`config.mk`:
```
export PLATFORM = sky130hd
export DESIGN_NAME = frv_mem_arbiter
export DESIGN_NICKNAME = d
export VERILOG_FILES = /design/src/rtl/frv_mem_arb_pkg.sv /design/src/rtl/frv_arb_owner_fifo.sv /design/src/rtl/frv_mem_arbiter.sv
export SDC_FILE = /design/constraint.sdc
export NUM_CORES = 1
export LEC_CHECK = 0
export BUFFER_PORTS_ARGS = -buffer_cell sky130_fd_sc_hd__buf_4
export CELL_PAD_IN_SITES_DETAIL_PLACEMENT = 0
export CELL_PAD_IN_SITES_GLOBAL_PLACEMENT = 1
export CORE_UTILIZATION = 39
export CTS_BUF_LIST = sky130_fd_sc_hd__clkbuf_8
export DETAILED_ROUTE_END_ITERATION = 8
export PLACE_DENSITY = 0.95
export SLEW_MARGIN = 20
export SYNTH_ARGS = -nofsm -noshare
export SYNTH_HDL_FRONTEND = slang
export SYNTH_HIERARCHICAL = 1
export SYNTH_SLANG_ARGS = --single-unit
```
`constraint.sdc`:
```
create_clock -name g_clk -period 13.6 [get_ports g_clk]
set_clock_uncertainty 0.15 [all_clocks]
set_input_delay 2.04 -clock g_clk [delete_from_list [all_inputs] [get_ports g_clk]]
set_output_delay 2.04 -clock g_clk [all_outputs]
set_load 0.02 [all_outputs]
```
`src/rtl/frv_mem_arb_pkg.sv`:
```
// Shared definitions for the instruction/data memory arbiter: owner encoding
// and the pointer-width helper used to size the owner FIFO.
package frv_mem_arb_pkg;

    localparam logic OWNER_IMEM = 1'b0;
    localparam logic OWNER_DMEM = 1'b1;

    function automatic int clog2(input int value);
        int result;
        result = 0;
        for (int i = 0; i < 32; i++) begin
            if ((1 << i) < value) begin
                result = i + 1;
            end
        end
        return result;
    endfunction

endpackage

```
`src/rtl/frv_arb_owner_fifo.sv`:
```
// In-order owner FIFO: remembers which requester issued each accepted
// transaction so its response can be routed back. One bit per entry.
module frv_arb_owner_fifo
    import frv_mem_arb_pkg::*;
#(
    parameter int DEPTH = 2
) (
    input  logic g_clk,
    input  logic g_reset,
    input  logic i_push,
    input  logic i_push_owner,
    input  logic i_pop,
    output logic o_full,
    output logic o_empty,
    output logic o_head
);

    // A depth of one still needs a one-bit pointer; it simply never leaves zero.
    localparam int PTR_W = (clog2(DEPTH) < 1) ? 1 : clog2(DEPTH);
    localparam int CNT_W = clog2(DEPTH) + 1;

    logic             r_mem [DEPTH];
    logic [PTR_W-1:0] r_wr_ptr;
    logic [PTR_W-1:0] r_rd_ptr;
    logic [CNT_W-1:0] r_count;

    logic w_push;
    logic w_pop;

    function automatic logic [PTR_W-1:0] next_ptr(input logic [PTR_W-1:0] ptr);
        return (ptr == PTR_W'(DEPTH - 1)) ? '0 : ptr + 1'b1;
    endfunction

    assign o_full  = (r_count == CNT_W'(DEPTH));
    assign o_empty = (r_count == '0);
    assign o_head  = r_mem[r_rd_ptr];

    assign w_push = i_push && !o_full;
    assign w_pop  = i_pop && !o_empty;

    always_ff @(posedge g_clk or posedge g_reset) begin
        if (g_reset) begin
            r_wr_ptr <= '0;
            r_rd_ptr <= '0;
            r_count  <= '0;
        end else begin
            if (w_push) begin
                r_wr_ptr <= next_ptr(r_wr_ptr);
            end
            if (w_pop) begin
                r_rd_ptr <= next_ptr(r_rd_ptr);
            end
            case ({w_push, w_pop})
                2'b10:   r_count <= r_count + 1'b1;
                2'b01:   r_count <= r_count - 1'b1;
                default: r_count <= r_count;
            endcase
        end
    end

    always_ff @(posedge g_clk) begin
        if (w_push) begin
            r_mem[r_wr_ptr] <= i_push_owner;
        end
    end

endmodule

```
`src/rtl/frv_mem_arbiter.sv`:
```
// Shares one memory port between imem and dmem with zero added latency.
// Define FRV_MEM_ARB_RR_EN for round-robin instead of fixed dmem priority.
module frv_mem_arbiter
    import frv_mem_arb_pkg::*;
#(
    parameter int OUTSTANDING = 2,
    parameter int XLEN        = 32
) (
    input  logic            g_clk,
    input  logic            g_reset,

    input  logic            imem_req,
    input  logic            imem_wen,
    input  logic [3:0]      imem_strb,
    input  logic [XLEN-1:0] imem_wdata,
    input  logic [XLEN-1:0] imem_addr,
    output logic            imem_gnt,
    output logic            imem_recv,
    input  logic            imem_ack,
    output logic            imem_error,
    output logic [XLEN-1:0] imem_rdata,

    input  logic            dmem_req,
    input  logic            dmem_wen,
    input  logic [3:0]      dmem_strb,
    input  logic [XLEN-1:0] dmem_wdata,
    input  logic [XLEN-1:0] dmem_addr,
    output logic            dmem_gnt,
    output logic            dmem_recv,
    input  logic            dmem_ack,
    output logic            dmem_error,
    output logic [XLEN-1:0] dmem_rdata,

    output logic            mem_req,
    output logic            mem_wen,
    output logic [3:0]      mem_strb,
    output logic [XLEN-1:0] mem_wdata,
    output logic [XLEN-1:0] mem_addr,
    input  logic            mem_gnt,
    input  logic            mem_recv,
    output logic            mem_ack,
    input  logic            mem_error,
    input  logic [XLEN-1:0] mem_rdata
);

    logic r_lock;
    logic r_lock_sel;
`ifdef FRV_MEM_ARB_RR_EN
    logic r_last;
`endif

    logic w_sel;
    logic w_sel_req;
    logic w_full;
    logic w_empty;
    logic w_head;
    logic w_push;
    logic w_pop;

    // A stalled request keeps the port until it is granted.
    always_comb begin
        w_sel = OWNER_IMEM;
        if (r_lock) begin
            w_sel = r_lock_sel;
`ifdef FRV_MEM_ARB_RR_EN
        end else if (imem_req && dmem_req) begin
            w_sel = ~r_last;
`endif
        end else if (dmem_req) begin
            w_sel = OWNER_DMEM;
        end
    end

    assign w_sel_req = (w_sel == OWNER_DMEM) ? dmem_req : imem_req;
    assign mem_req   = w_sel_req && !w_full && !g_reset;
    assign mem_wen   = (w_sel == OWNER_DMEM) ? dmem_wen   : imem_wen;
    assign mem_strb  = (w_sel == OWNER_DMEM) ? dmem_strb  : imem_strb;
    assign mem_wdata = (w_sel == OWNER_DMEM) ? dmem_wdata : imem_wdata;
    assign mem_addr  = (w_sel == OWNER_DMEM) ? dmem_addr  : imem_addr;

    assign w_push   = mem_req && mem_gnt;
    assign imem_gnt = w_push && (w_sel == OWNER_IMEM);
    assign dmem_gnt = w_push && (w_sel == OWNER_DMEM);

    // With nothing outstanding, a response is spurious: ack it and drop it.
    always_comb begin
        imem_recv  = 1'b0;
        imem_error = 1'b0;
        imem_rdata = '0;
        dmem_recv  = 1'b0;
        dmem_error = 1'b0;
        dmem_rdata = '0;
        mem_ack    = 1'b0;
        if (!g_reset) begin
            if (w_empty) begin
                mem_ack = mem_recv;
            end else if (w_head == OWNER_DMEM) begin
                dmem_recv  = mem_recv;
                dmem_error = mem_error;
                dmem_rdata = mem_rdata;
                mem_ack    = dmem_ack;
            end else begin
                imem_recv  = mem_recv;
                imem_error = mem_error;
                imem_rdata = mem_rdata;
                mem_ack    = imem_ack;
            end
        end
    end

    assign w_pop = mem_recv && mem_ack && !w_empty;

    always_ff @(posedge g_clk or posedge g_reset) begin
        if (g_reset) begin
            r_lock     <= 1'b0;
            r_lock_sel <= OWNER_IMEM;
        end else if (mem_req && !mem_gnt) begin
            r_lock     <= 1'b1;
            r_lock_sel <= w_sel;
        end else if (w_push) begin
            r_lock     <= 1'b0;
        end
    end

`ifdef FRV_MEM_ARB_RR_EN
    always_ff @(posedge g_clk or posedge g_reset) begin
        if (g_reset) begin
            r_last <= OWNER_IMEM;
        end else if (w_push) begin
            r_last <= w_sel;
        end
    end
`endif

    frv_arb_owner_fifo #(
        .DEPTH (OUTSTANDING)
    ) u_owner_fifo (
        .g_clk        (g_clk),
        .g_reset      (g_reset),
        .i_push       (w_push),
        .i_push_owner (w_sel),
        .i_pop        (w_pop),
        .o_full       (w_full),
        .o_empty      (w_empty),
        .o_head       (w_head)
    );

endmodule

```
# After elaboration in Yosys (flattened, before gate mapping)

Memory sizes are Yosys's and may differ from the RTL's.
Index checks and enable logic that the tools add are counted.

Eq/ne operators: 5
Bitwise gates (word level): 1
Add/sub/neg operators: 4
Multiplexer cells: 35
Reductions and logical operators: 17

Operators with widths:

| cell                                                 | number |
|---|---|
| two-way mux 32 bit                                   | 10 |
| one-hot mux 33 bit (2 select lines)                  | 1 |
| adder 32 x 1 -> 32 bit, second input constant        | 2 |
| equality test 32 x 1 -> 1 bit, second input constant | 2 |
| adder 33 x 1 -> 33 bit, second input constant        | 1 |
| equality test 33 x 2 -> 1 bit, second input constant | 1 |
| zero test 33 bit                                     | 1 |
| subtractor 33 x 1 -> 33 bit, second input constant   | 1 |
| two-way mux 1 bit                                    | 23 |
| logical AND 1 bit                                    | 10 |
| zero test 1 bit                                      | 4 |
| two-way mux 4 bit                                    | 1 |
| nonzero test 2 bit                                   | 2 |
| equality test 2 x 1 -> 1 bit, second input constant  | 1 |
| equality test 2 bit, second input constant           | 1 |
| NOT 1 bit                                            | 1 |

Memories: 1
Bits in writable memories: 2
Word-level logic and storage cells: 68
Register bits after elaboration: 99
Input port bits: 179
Output and inout port bits: 141

Memory list:

| name               | depth | bits a word | rd ports | clocked after memory_dff | wr ports | line                     | RTL |
|---|---|---|---|---|---|---|---|
| u_owner_fifo.r_mem | 2     | 1           | 1        | 0                        | 1        | frv_arb_owner_fifo.sv:22 | `logic r_mem [DEPTH];` |

# Logic depth before layout (Yosys ltp)

Gate-level depths: netlist of run 1.

Depth in word-level cells: 9
Mapped depth: 20
Depth with buffers taken out: 17

# Modules after synthesis

Netlist of run 1, hierarchy kept.

Modules (own cells, without submodules):

| module             | sequential area each (um2) | area each (um2) | times used | cells each |
|---|---|---|---|---|
| frv_arb_owner_fifo | 2487.4                     | 6353.6          | 1          | 718 |
| frv_mem_arbiter    | 50.0                       | 1557.7          | 1          | 175 |

# Worst setup path before layout of run 1

Ideal clock, no wire load.

Path type: input-to-reg
From: in g_reset
To: reg u_owner_fifo.r_count[31]
Cell stages on the path: 17
Buffers on the path: 3
Arrival: 6.208 ns
Library setup time: 0.069 ns
Slack: 7.173 ns
Required time: 13.381 ns
Cell sequence: or2_2 a2111o_1 inv_1 nor2b_1 clkbuf_1 inv_2 clkbuf_1 ha_1 ha_1 buf_6 nand4_4 or2_1 or4_1 a31oi_1 nor3_1 or4_1 nand3_1

Word-level cells in the longest chain between the ends: 6
Elaborated cells on any way between the ends: 12
Those cells by class: 2 x eq/ne; 2 x mux; 8 x reduce/logical

Ends and longest elaborated chain:

| element                                                                          | line                     | RTL |
|---|---|---|
| start, declared                                                                  | frv_mem_arbiter.sv:10    | `input logic g_reset,` |
| zero test 1 bit (no line) (*)                                                    | --                       |  |
| logical AND 1 bit (*)                                                            | frv_mem_arbiter.sv:75    | `assign mem_req = w_sel_req && !w_full && !g_reset;` |
| logical AND 1 bit (*)                                                            | frv_mem_arbiter.sv:81    | `assign w_push = mem_req && mem_gnt;` |
| via w_push                                                                       | frv_mem_arbiter.sv:57    | `logic w_push;` |
| logical AND 1 bit (*)                                                            | frv_arb_owner_fifo.sv:38 | `assign w_push = i_push && !o_full;` |
| equality test 2 x 1 -> 1 bit / equality test 2 bit (equally long branches)       | frv_arb_owner_fifo.sv:53 | `case ({w_push, w_pop})` |
| one-hot mux 33 bit (2 select lines) / nonzero test 2 bit (equally long branches) | --                       |  |
| end signal, assigned                                                             | frv_arb_owner_fifo.sv:54 | `2'b10: r_count <= r_count + 1'b1;` |
| end signal, assigned                                                             | frv_arb_owner_fifo.sv:55 | `2'b01: r_count <= r_count - 1'b1;` |
| end signal, assigned                                                             | frv_arb_owner_fifo.sv:56 | `default: r_count <= r_count;` |
| end, declared                                                                    | frv_arb_owner_fifo.sv:25 | `logic [CNT_W-1:0] r_count;` |

Mark *: on every way through the listed nets, which the timed path passes. The rest lies on a longest branch.
A chain may end at the register's enable or synchronous reset.

# Worst setup path in the final report of run 1

From: in dmem_req
To: out mem_wdata[18]

Word-level cells in the longest chain between the ends: 3

Ends and longest elaborated chain:

| element            | line                  | RTL |
|---|---|---|
| start, declared    | frv_mem_arbiter.sv:23 | `input logic dmem_req,` |
| two-way mux 1 bit  | frv_mem_arbiter.sv:69 | `end else if (dmem_req) begin` |
| two-way mux 1 bit  | frv_mem_arbiter.sv:63 | `if (r_lock) begin` |
| two-way mux 32 bit | frv_mem_arbiter.sv:78 | `assign mem_wdata = (w_sel == OWNER_DMEM) ? dmem_wdata : imem_wdata;` |
| end, declared      | frv_mem_arbiter.sv:37 | `output logic [XLEN-1:0] mem_wdata,` |

Every way passes these cells.

==> results.json, run 1 <==
{
  "drtIter0Drc": 460,
  "status": "complete, no violations",
  "critPathLaunchType": "primary input",
  "avgRoutedWirePerCell_microns": 19.8,
  "slew_headroom_pct": 30.1,
  "crit_path_max_fanout": 64,
  "ant_nets": 0,
  "syn_area_per_cell_sq_um": 8.86,
  "die-area_sq_um": 20900,
  "p_leak_uw": 0.00493,
  "initial_core_util_pct": 40.3,
  "seqPwrFrac_pct": 29.9,
  "path_clk_slew_ns": 0.11,
  "synth.distinct_cells": 73,
  "grt_use_total_pct": 26.8,
  "area_delta_synth_final_pct": 34.6,
  "worstSetupPathType": "in -> out",
  "synthCells": 893,
  "worst-r2r-setup-slack_ns": 7.68,
  "htree_levels": 3,
  "io_buffers": 319,
  "min_to": "u_owner_fifo/r_rd_ptr[31]",
  "routed_via_density": 5.40,
  "p_sw_uw": 636,
  "synth_fp_nets": 1109,
  "critPathCaptureType": "output port",
  "ys_seq_area_share_pct": 32.1,
  "post-cts-setup-buffers": 0,
  "maxCapViolCount": 0,
  "hold_buffers": 0,
  "max_freq_ghz": 0.162,
  "drv_slew": 0,
  "io_pins": 320,
  "cts_buffers": 9,
  "drive_above_1_share_pct": 35.8,
  "period_needed_ns": 6.18,
  "cts.sinks": 101,
  "drt-pass1-iter-count": 5,
  "fin_crit_sh_pct": 45.5,
  "grt_pass1_wl_microns": 40900,
  "num_vias": 7917,
  "tns_ns": 0,
  "critPathArrivalTime_ns": 3.99,
  "grt_pass1_vias": 7146,
  "rsz0062_at_grt": "false",
  "drt_wl_total_microns": 29000,
  "placed_cells": 1448,
  "layout.nets": 1410,
  "die_h_microns": 144,
  "hold_viol": 0,
  "worst_pin_slew_ns": 1.04,
  "clock_path_buffers": 2,
  "worstReg2RegStart": "u_owner_fifo/r_count[25]",
  "worstPathRequired_ns": 11.41,
  "die_w_microns": 144,
  "grt_max_degree": 65,
  "core.rowCount": 51,
  "clkPwrFrac_pct": 13.8,
  "clk_latency_ns": 0.39,
  "tritoncts": "done",
  "async_flop_share_pct": 98.0,
  "fin_cells": 1465,
  "ctsResizeCount": 0,
  "p_int_uw": 772,
  "ys_warn_count": 6,
  "switching_share_pct": 45.2,
  "core_sq_um": 19700,
  "pwr-share-comb_pct": 56.3,
  "rr_endpoint": "u_owner_fifo/r_count[31]",
  "min_from": "u_owner_fifo/r_rd_ptr[31]",
  "ir_drop_mv": 0.0803,
  "routabilityCongestion": 0.883,
  "place_hpwl_microns": 23700,
  "synth_edf_count": 2,
  "synth_area_sq_um": 7910,
  "fin_ws_ns": 7.42,
  "setup_viol": 0,
  "reg2reg_depth": 19,
  "hold_path_class": "reg -> reg",
  "drc": 0,
  "antenna_found_initial": 1,
  "synth-seq-cells": 101,
  "whs_path_depth": 1,
  "pre_cts_ws_ns": 7.11,
  "overflow": 0,
  "clock-root-buffer": "clkbuf_8",
  "synth_flop_cell": "dfrtp_1",
  "cellPowerDensity_nw_per_um2": 132
}
[layout by cell type (no fill, tap or decap), types with 23 or more instances in the layout]
master / count
nor2_1: 51
ha_1: 36
and2_1: 70
nand2_1: 89
o21ai_0: 70
a21oi_1: 39
inv_1: 23
dfrtp_1: 99
nand3_1: 30
nor4_1: 27
buf_4: 326
xnor2_1: 50
mux2_2: 68
nand4_1: 40
[layer usage]
| layer | share of wire [%] | vias up | GRT usage (%) |
|---|---|---|---|
| li1 | - | 3847 | - |
| met2 | 45 | 294 | 40.7 |
| met5 | 0.045 | - | 0 |
| met1 | 45 | 3758 | 37.0 |
| met4 | 1.3 | 2 | 6.32 |
| met3 | 8.7 | 16 | 8.05 |
[area by class of cell]
cell class / instances / area [sq um]
inverters: 26 / 98.8
clock buffers: 9 / 124
well taps: 265 / 332
multi-input cells: 730 / 5030
diodes: 1 / 2.50
repair buffers: 326 / 2450
clock inverters: 7 / 73.8
fillers: 1841 / 9010
flip-flops and latches: 101 / 2540
[power by group through the flow]
stage / Sequential, uW / Clock, uW / Combinational, uW
floorplan: 405 / 0 / 552
global placement: 424 / 0 / 779
detailed placement: 424 / 0 / 789
CTS: 419 / 202 / 792
global route: 428 / 215 / 863
finish: 420 / 194 / 793
[critical path, cell delays in order]
cell	delay [ns]
buf_4	0.13
mux2i_4	0.36
buf_4	0.73
mux2_2	0.48
buf_4	0.18
[how the worst max path moves through the flow]
stage / end / from / slack [ns] / cells after the start
floorplan: u_owner_fifo/r_count[31] / g_reset / 7.17 / 17
finish: mem_wdata[18] / dmem_req / 7.42 / 5
detailed placement: u_owner_fifo/r_count[31] / g_reset / 7.11 / 17
CTS: mem_wdata[15] / dmem_req / 7.40 / 5
global route: u_owner_fifo/r_count[22] / g_reset / 7.17 / 17
global placement: u_owner_fifo/r_count[31] / g_reset / 7.15 / 17
[Yosys cell counts (2+ instances only)]
library cell | count | share of area [%]
dfrtp_1 | 99 | 31
nand2_1 | 89 | 4.2
and2_1 | 70 | 5.5
o21ai_0 | 70 | 4.4
mux2_2 | 68 | 9.7
nor2_1 | 51 | 2.4
xnor2_1 | 50 | 5.5
nand4_1 | 40 | 3.2
a21oi_1 | 39 | 2.5
ha_1 | 36 | 5.7
nand3_1 | 30 | 1.9
nor4_1 | 27 | 2.1
inv_1 | 24 | 1.1
clkbuf_1 | 20 | 0.95
nor3_1 | 20 | 1.3
xor2_1 | 20 | 2.2
a21o_1 | 9 | 0.85
a31oi_1 | 8 | 0.63
and3_1 | 8 | 0.63
clkbuf_8 | 7 | 1.2
o21bai_1 | 7 | 0.66
buf_6 | 6 | 0.85
mux2_4 | 6 | 1.1
o21ai_1 | 6 | 0.38
o31ai_1 | 5 | 0.47
mux2i_1 | 4 | 0.51
nor2b_1 | 4 | 0.32
nor3b_1 | 4 | 0.38
nor4b_1 | 4 | 0.44
o211ai_1 | 4 | 0.38
o21a_1 | 4 | 0.38
a211oi_1 | 3 | 0.28
and4_1 | 3 | 0.33
a21boi_1 | 2 | 0.19
a311o_1 | 2 | 0.25
buf_2 | 2 | 0.13
edfxtp_1 | 2 | 0.76
nand2b_1 | 2 | 0.16
o2bb2ai_1 | 2 | 0.22
or3_1 | 2 | 0.16
or4_1 | 2 | 0.19
[cells by family after synthesis]
| kind of cell | after synthesis | share of synthesized area, % |
|---|---|---|
| AOI/OAI and AO/OA | 179 | 13.7 |
| xor gates and xnor gates | 70 | 7.75 |
| adders and majority gates | 37 | 5.95 |
| buffers and inverters | 62 | 4.48 |
| DFF | 101 | 32.1 |
| muxes | 79 | 11.6 |
| and+or+nand+nor | 365 | 24.5 |
[registers in the layout, indices dropped and copies added, names as in the netlist]
| name | count |
|---|---|
| u_owner_fifo/r_count | 33 |
| r_lock | 1 |
| u_owner_fifo/r_wr_ptr | 32 |
| u_owner_fifo/r_rd_ptr | 32 |
| u_owner_fifo/r_mem | 2 |
| r_lock_sel | 1 |
[metrics by stage]
step,power (uW),hold WS [ns],utilization [%],area (sq um)
6_report,1410,0.331,54.2,10600
3_3_place_gp,1200,0.321,53.1,10400
4_1_cts,1410,0.332,54.2,10600
2_1_floorplan,957,0.293,-,7910
3_5_place_dp,1210,0.314,53.1,10400
5_1_grt,1510,0.356,54.2,10600
Power figures use the tool's default switching activity.
==> run 2, diff against run 1 <==
--- a/config.mk
+++ b/config.mk
@@ -5,13 +5,14 @@
 export SDC_FILE = /design/constraint.sdc
 export NUM_CORES = 1
 export LEC_CHECK = 0
+export ABC_AREA = 1
 export BUFFER_PORTS_ARGS = -buffer_cell sky130_fd_sc_hd__buf_4
 export CELL_PAD_IN_SITES_DETAIL_PLACEMENT = 0
 export CELL_PAD_IN_SITES_GLOBAL_PLACEMENT = 1
-export CORE_UTILIZATION = 39
+export CORE_UTILIZATION = 32
 export CTS_BUF_LIST = sky130_fd_sc_hd__clkbuf_8
 export DETAILED_ROUTE_END_ITERATION = 8
-export PLACE_DENSITY = 0.95
+export PLACE_DENSITY = 0.9
 export SLEW_MARGIN = 20
 export SYNTH_ARGS = -nofsm -noshare
 export SYNTH_HDL_FRONTEND = slang
==> constraint.sdc (replaced) <==
create_clock -name g_clk -period 5.3 [get_ports g_clk]
set_clock_uncertainty 0.15 [all_clocks]
set_input_delay 0.795 -clock g_clk [delete_from_list [all_inputs] [get_ports g_clk]]
set_output_delay 0.795 -clock g_clk [all_outputs]
set_load 0.02 [all_outputs]
==> results.json, run 2 <==
{
  "status": "complete, no violations",
  "top_regs": "u_owner_fifo/r_count x33, u_owner_fifo/r_rd_ptr x32, u_owner_fifo/r_wr_ptr x32",
  "num_vias": 10900,
  "clock-root-buffer": "clkbuf_8",
  "fin_cells": 2331,
  "drc": 0,
  "worst_pin_slew_ns": 1.01,
  "worstSetupPathType": "reg -> reg",
  "antenna_cells": 0,
  "core_sq_um": 29000,
  "place_hpwl_microns": 27100,
  "antenna_found_initial": 0,
  "synth_most_common_cell": "nand2_1",
  "cellPowerDensity_nw_per_um2": 373,
  "gr-usage-met1_pct": 29.5,
  "synthCells": 1647,
  "crit_start": "u_owner_fifo/r_count[16]",
  "die_w_microns": 175,
  "critPathLaunchType": "register",
  "tritoncts": "done",
  "syn_area_per_cell_sq_um": 5.79,
  "layout.nets": 2158,
  "ys_seq_area_share_pct": 26.6,
  "maxCapViolCount": 0,
  "postPlaceCellArea_sq_um": 12200,
  "grt_pass1_wl_microns": 52500,
  "clock_path_buffers": 2,
  "max_freq_ghz": 0.240,
  "largest_reg_flops": 33,
  "placed_cells": 2314,
  "ant_nets": 0,
  "drtIter0Drc": 799,
  "routed_via_density": 4.69,
  "area_delta_synth_final_pct": 30.1,
  "ys_top_cells_by_count": "691 x nand2_1, 229 x inv_1, 209 x nor2_1",
  "hold_buffers": 0,
  "avgRoutedWirePerCell_microns": 14.3,
  "hold_viol": 0,
  "drv_slew": 0,
  "cts.sinks": 101,
  "grt_busiest_layer": "met2",
  "p_int_uw": 2250,
  "clk_latency_ns": 0.41,
  "routabilityCongestion": 0.930,
  "grt_pass1_vias": 10100,
  "ir_drop_mv": 0.131,
  "io_pins": 320,
  "p_sw_uw": 2380,
  "seqPwrFrac_pct": 28.9,
  "grt_use_total_pct": 21.6,
  "ctsResizeCount": 0,
  "drt-pass1-iter-count": 5,
  "tns_ns": 0,
  "finalInstanceArea_sq_um": 12400,
  "total_power_uw": 4630,
  "use_met3_pct": 2.83,
  "io_buffers": 319,
  "post-cts-setup-buffers": 0,
  "worst-r2r-setup-slack_ns": 1.13,
  "grt_max_degree": 76,
  "synth-seq-cells": 101,
  "drt_wl_total_microns": 33400,
  "core.rowCount": 62,
  "use_met2_pct": 35.4,
  "die-area_sq_um": 30500,
  "path_clk_slew_ns": 0.11,
  "clkPwrFrac_pct": 11.1,
  "synthTopCellsByArea": "nand2_1 27%, dfrtp_1 26%, inv_1 9.0%, nor2_1 8.2%, ha_1 4.7%",
  "synth_flop_cell": "dfrtp_1",
  "fin_crit_sh_pct": 78.7,
  "critPathCaptureType": "register",
  "crit_path_max_fanout": 26,
  "synth_area_sq_um": 9540,
  "worstReg2RegStart": "u_owner_fifo/r_count[16]",
  "critPathArrivalTime_ns": 4.31,
  "pwr-share-comb_pct": 60.1,
  "rsz0062_at_grt": "false",
  "setup_viol": 0,
  "slew_headroom_pct": 32.0,
  "final_cell_mix": "691 x nand2_1, 326 x buf_4, 228 x inv_1",
  "p_leak_uw": 0.00682,
  "reg2reg_depth": 20,
  "switching_share_pct": 51.4,
  "initial_core_util_pct": 32.9,
  "regMostFlops": "u_owner_fifo/r_count",
  "htree_levels": 3,
  "final_common_cell": "nand2_1",
  "yosysTopAreaCellShare_pct": 27.2,
  "drive_above_1_share_pct": 18.8,
  "async_flop_share_pct": 98.0,
  "synth_edf_count": 2,
  "overflow": 0,
  "synth_top_area_cell": "nand2_1",
  "period_needed_ns": 4.17,
  "worstPathRequired_ns": 5.44,
  "ys_warn_count": 6,
  "hold_path_class": "in -> async",
  "cts_buffers": 9,
  "synth_fp_nets": 1863,
  "synth.distinct_cells": 36,
  "die_h_microns": 175
}
-- run 2: worst paths after layout --
kind / to
min: r_lock_sel
max in group asynchronous: u_owner_fifo/r_count[14]
max: u_owner_fifo/r_count[30]
min in group g_clk: u_owner_fifo/r_count[8]
min reg2reg: u_owner_fifo/r_count[8]
max reg2reg: u_owner_fifo/r_count[30]
-- run 2: logic make-up after synthesis --
| family | share of synthesized area (%) |
|---|---|
| AOI/OAI and AO/OA | 5.86 |
| xor gates and xnor gates | 5.87 |
| adders and majority gates | 4.93 |
| buffers and inverters | 12.2 |
| DFF | 26.6 |
| and+or+nand+nor | 44.5 |
-- run 2: cell type report --
| cell class | instances | area [sq um] |
|---|---|---|
| inverters | 235 | 891 |
| fillers | 3101 | 16600 |
| well taps | 384 | 480 |
| clock inverters | 6 | 51.3 |
| repair buffers | 327 | 2470 |
| multi-input cells | 1268 | 5850 |
| clock buffers | 10 | 138 |
| flip-flops and latches | 101 | 2540 |
-- run 2: critical path: stages (launching register included) --
cell	delay, ns
dfrtp_1	0.42
nor2_1	0.11
nand2_1	0.09
nor2_1	0.18
nand2_1	0.15
nor4_1	0.32
nor2_1	0.13
nand3_1	0.16
inv_1	0.09
o21ai_4	0.07
ha_2	0.60
buf_4	0.28
ha_1	0.31
nand2_1	0.18
inv_1	0.06
a21oi_1	0.17
nand2_1	0.11
a21oi_1	0.19
nand3_1	0.12
nand3_1	0.09
nand2_1	0.08
-- run 2: through the flow --
step                utilization [%]  hold slack (ns)  setup slack (ns)
finish                         42.8            0.163              1.13
detailed placement             42.1            0.350             0.831
CTS                            42.7            0.148             0.797
global placement               42.1            0.344             0.913
global route                   42.8            0.157             0.758
floorplan                         -            0.324              1.13
-- run 2: power by group through the flow --
stage	Sequential (uW)	Combinational [uW]	Clock (uW)
6_report	1340	2780	513
5_1_grt	1380	3100	559
4_1_cts	1330	2770	534
3_5_place_dp	1350	2770	0
3_3_place_gp	1340	2740	0
2_1_floorplan	1230	1930	0
-- run 2: per-layer routing --
metal	routed length, microns	up-vias
met1	15600	4910
li1	-	5620
met2	15400	351
met4	609	0
met3	1840	40
met5	0	-
==> run 3, diff against run 2 <==
--- a/config.mk
+++ b/config.mk
@@ -9,10 +9,10 @@
 export BUFFER_PORTS_ARGS = -buffer_cell sky130_fd_sc_hd__buf_4
 export CELL_PAD_IN_SITES_DETAIL_PLACEMENT = 0
 export CELL_PAD_IN_SITES_GLOBAL_PLACEMENT = 1
-export CORE_UTILIZATION = 32
+export CORE_UTILIZATION = 35
 export CTS_BUF_LIST = sky130_fd_sc_hd__clkbuf_8
 export DETAILED_ROUTE_END_ITERATION = 8
-export PLACE_DENSITY = 0.9
+export PLACE_DENSITY = 0.93
 export SLEW_MARGIN = 20
 export SYNTH_ARGS = -nofsm -noshare
 export SYNTH_HDL_FRONTEND = slang
==> constraint.sdc (replaced) <==
create_clock -name g_clk -period 3.85 [get_ports g_clk]
set_clock_uncertainty 0.15 [all_clocks]
set_input_delay 0.5775 -clock g_clk [delete_from_list [all_inputs] [get_ports g_clk]]
set_output_delay 0.5775 -clock g_clk [all_outputs]
set_load 0.02 [all_outputs]
==> results.json, run 3 (synthesis results as in run 2) <==
{
  "path_clk_slew_ns": 0.10,
  "area_delta_synth_final_pct": 33.9,
  "layout.nets": 2185,
  "die_w_microns": 167,
  "num_vias": 11100,
  "period_needed_ns": 3.63,
  "total_power_uw": 6810,
  "antenna_found_initial": 6,
  "use_met2_pct": 38.5,
  "grt_busiest_layer": "met2",
  "clock_path_buffers": 2,
  "setup_viol": 0,
  "cts_buffers": 9,
  "htree_levels": 3,
  "fin_crit_sh_pct": 94.4,
  "routed_via_density": 4.80,
  "critPathCaptureType": "register",
  "routabilityCongestion": 0.910,
  "p_leak_uw": 0.00695,
  "pre_cts_ws_ns": 0.0982,
  "critPathLaunchType": "register",
  "final_cell_mix": "683 x nand2_1, 349 x buf_4, 228 x inv_1",
  "cts.sinks": 101,
  "top_regs": "u_owner_fifo/r_count x33, u_owner_fifo/r_rd_ptr x32, u_owner_fifo/r_wr_ptr x32",
  "drive_above_1_share_pct": 21.4,
  "worst-r2r-setup-slack_ns": 0.22,
  "core_sq_um": 26900,
  "critPathArrivalTime_ns": 3.77,
  "min_from": "mem_gnt",
  "status": "complete, no violations",
  "io_buffers": 319,
  "clk_latency_ns": 0.40,
  "grt_pass1_wl_microns": 54200,
  "drt-pass1-iter-count": 5,
  "max_stage_delay_ns": 0.45,
  "grt_max_degree": 85,
  "ir_drop_mv": 0.214,
  "clock-root-buffer": "clkbuf_8",
  "use_met3_pct": 4.16,
  "io_pins": 320,
  "max_freq_ghz": 0.275,
  "overflow": 0,
  "worst_pin_slew_ns": 0.557,
  "die_h_microns": 167,
  "cp_common_cell": "nand2_1",
  "hold_viol": 0,
  "regMostFlops": "u_owner_fifo/r_count",
  "final_common_cell": "nand2_1",
  "largest_reg_flops": 33,
  "drv_slew": 0,
  "ant_nets": 0,
  "worstSetupPathType": "reg -> reg",
  "reg2reg_depth": 25,
  "die-area_sq_um": 27900,
  "grt_use_total_pct": 25.0,
  "place_hpwl_microns": 29200,
  "slew_headroom_pct": 62.8,
  "core.rowCount": 60,
  "gr-usage-met1_pct": 34.9,
  "tritoncts": "done",
  "fin_ws_ns": 0.217,
  "fin_cells": 2321,
  "finalInstanceArea_sq_um": 12800,
  "worstPathRequired_ns": 3.99,
  "critical-path-slowest-cell": "dfrtp_2",
  "grt_pass1_vias": 10000,
  "postPlaceCellArea_sq_um": 12400,
  "cellPowerDensity_nw_per_um2": 533,
  "rr_endpoint": "u_owner_fifo/r_count[25]",
  "crit_path_max_fanout": 12,
  "min_to": "r_lock_sel",
  "drc": 0,
  "initial_core_util_pct": 35.5,
  "avgRoutedWirePerCell_microns": 15.5,
  "drtIter0Drc": 838,
  "maxCapViolCount": 0,
  "worstReg2RegStart": "u_owner_fifo/r_count[11]",
  "whs_path_depth": 4,
  "drt_wl_total_microns": 36000,
  "placed_cells": 2293,
  "hold_path_class": "in -> reg"
}
## run 3: cell types whose count changed in the layout (fill, tap and decap cells not counted), moves of 7 or more
cell and change:
nand2_1 -8, nor2_1 -9, ha_1 -8, nand2_2 +8, nor2_2 +7, buf_4 +23
## run 3: area by class of cell
| cell class | count | area (sq um) |
|---|---|---|
| sequential | 101 | 2540 |
| clock inverter | 7 | 72.6 |
| clock buffer | 9 | 124 |
| timing repair buffer | 354 | 2710 |
| inverter | 235 | 891 |
| fill | 2789 | 14100 |
| tap | 341 | 427 |
| antenna | 6 | 15.0 |
| multi-input combinational | 1268 | 6000 |
## run 3: worst max-delay path by stage
stage	slack, ns	depth (start not counted)	endpoint	from
after floorplan	0.09	25	u_owner_fifo/r_count[29]	u_owner_fifo/r_count[10]
after global placement	0.09	24	u_owner_fifo/r_count[27]	u_owner_fifo/r_count[20]
after detailed placement	0.1	25	u_owner_fifo/r_count[27]	u_owner_fifo/r_count[20]
after CTS	0.07	25	u_owner_fifo/r_count[27]	u_owner_fifo/r_count[20]
after global routing	-0.02	27	u_owner_fifo/r_count[25]	u_owner_fifo/r_count[11]
final	0.22	25	u_owner_fifo/r_count[25]	u_owner_fifo/r_count[11]
## run 3: power breakdown
group          switching, uW  total [uW]  internal [uW]
Clock                    426         732            306
Combinational           2630        4250           1620
Sequential               413        1820           1410
## run 3: routing by layer
layer	up-vias	share of wire (%)
met5	-	0
met4	0	2.9
met3	45	6.7
met2	410	44
met1	5015	46
li1	5678	-
## run 3: what timing repair did
action / CTS / global route
resized for setup: 0 / 36
hold buffers: 1 / 0
setup endpoints to repair: 0 / 28
setup buffers: 0 / 5
endpoints found under the hold margin: 15 / 0
## run 3: worst max-delay path, delay by kind of cell, from the launching register on
family	cells	cell delay, ns
buffers and inverters	4	0.35
AOI/OAI and AO/OA	1	0.12
adders and majority gates	2	0.51
and+or+nand+nor	18	1.92
DFF	1	0.45
## run 3: through the flow
step	setup TNS (ns)	util (%)	hold slack [ns]
6_report	0	47.5	0.352
5_1_grt	-0.0393	47.5	0.360
4_1_cts	0	46.8	0.339
3_5_place_dp	0	46.0	0.352
3_3_place_gp	0	46.0	0.343
2_1_floorplan	0	-	0.177
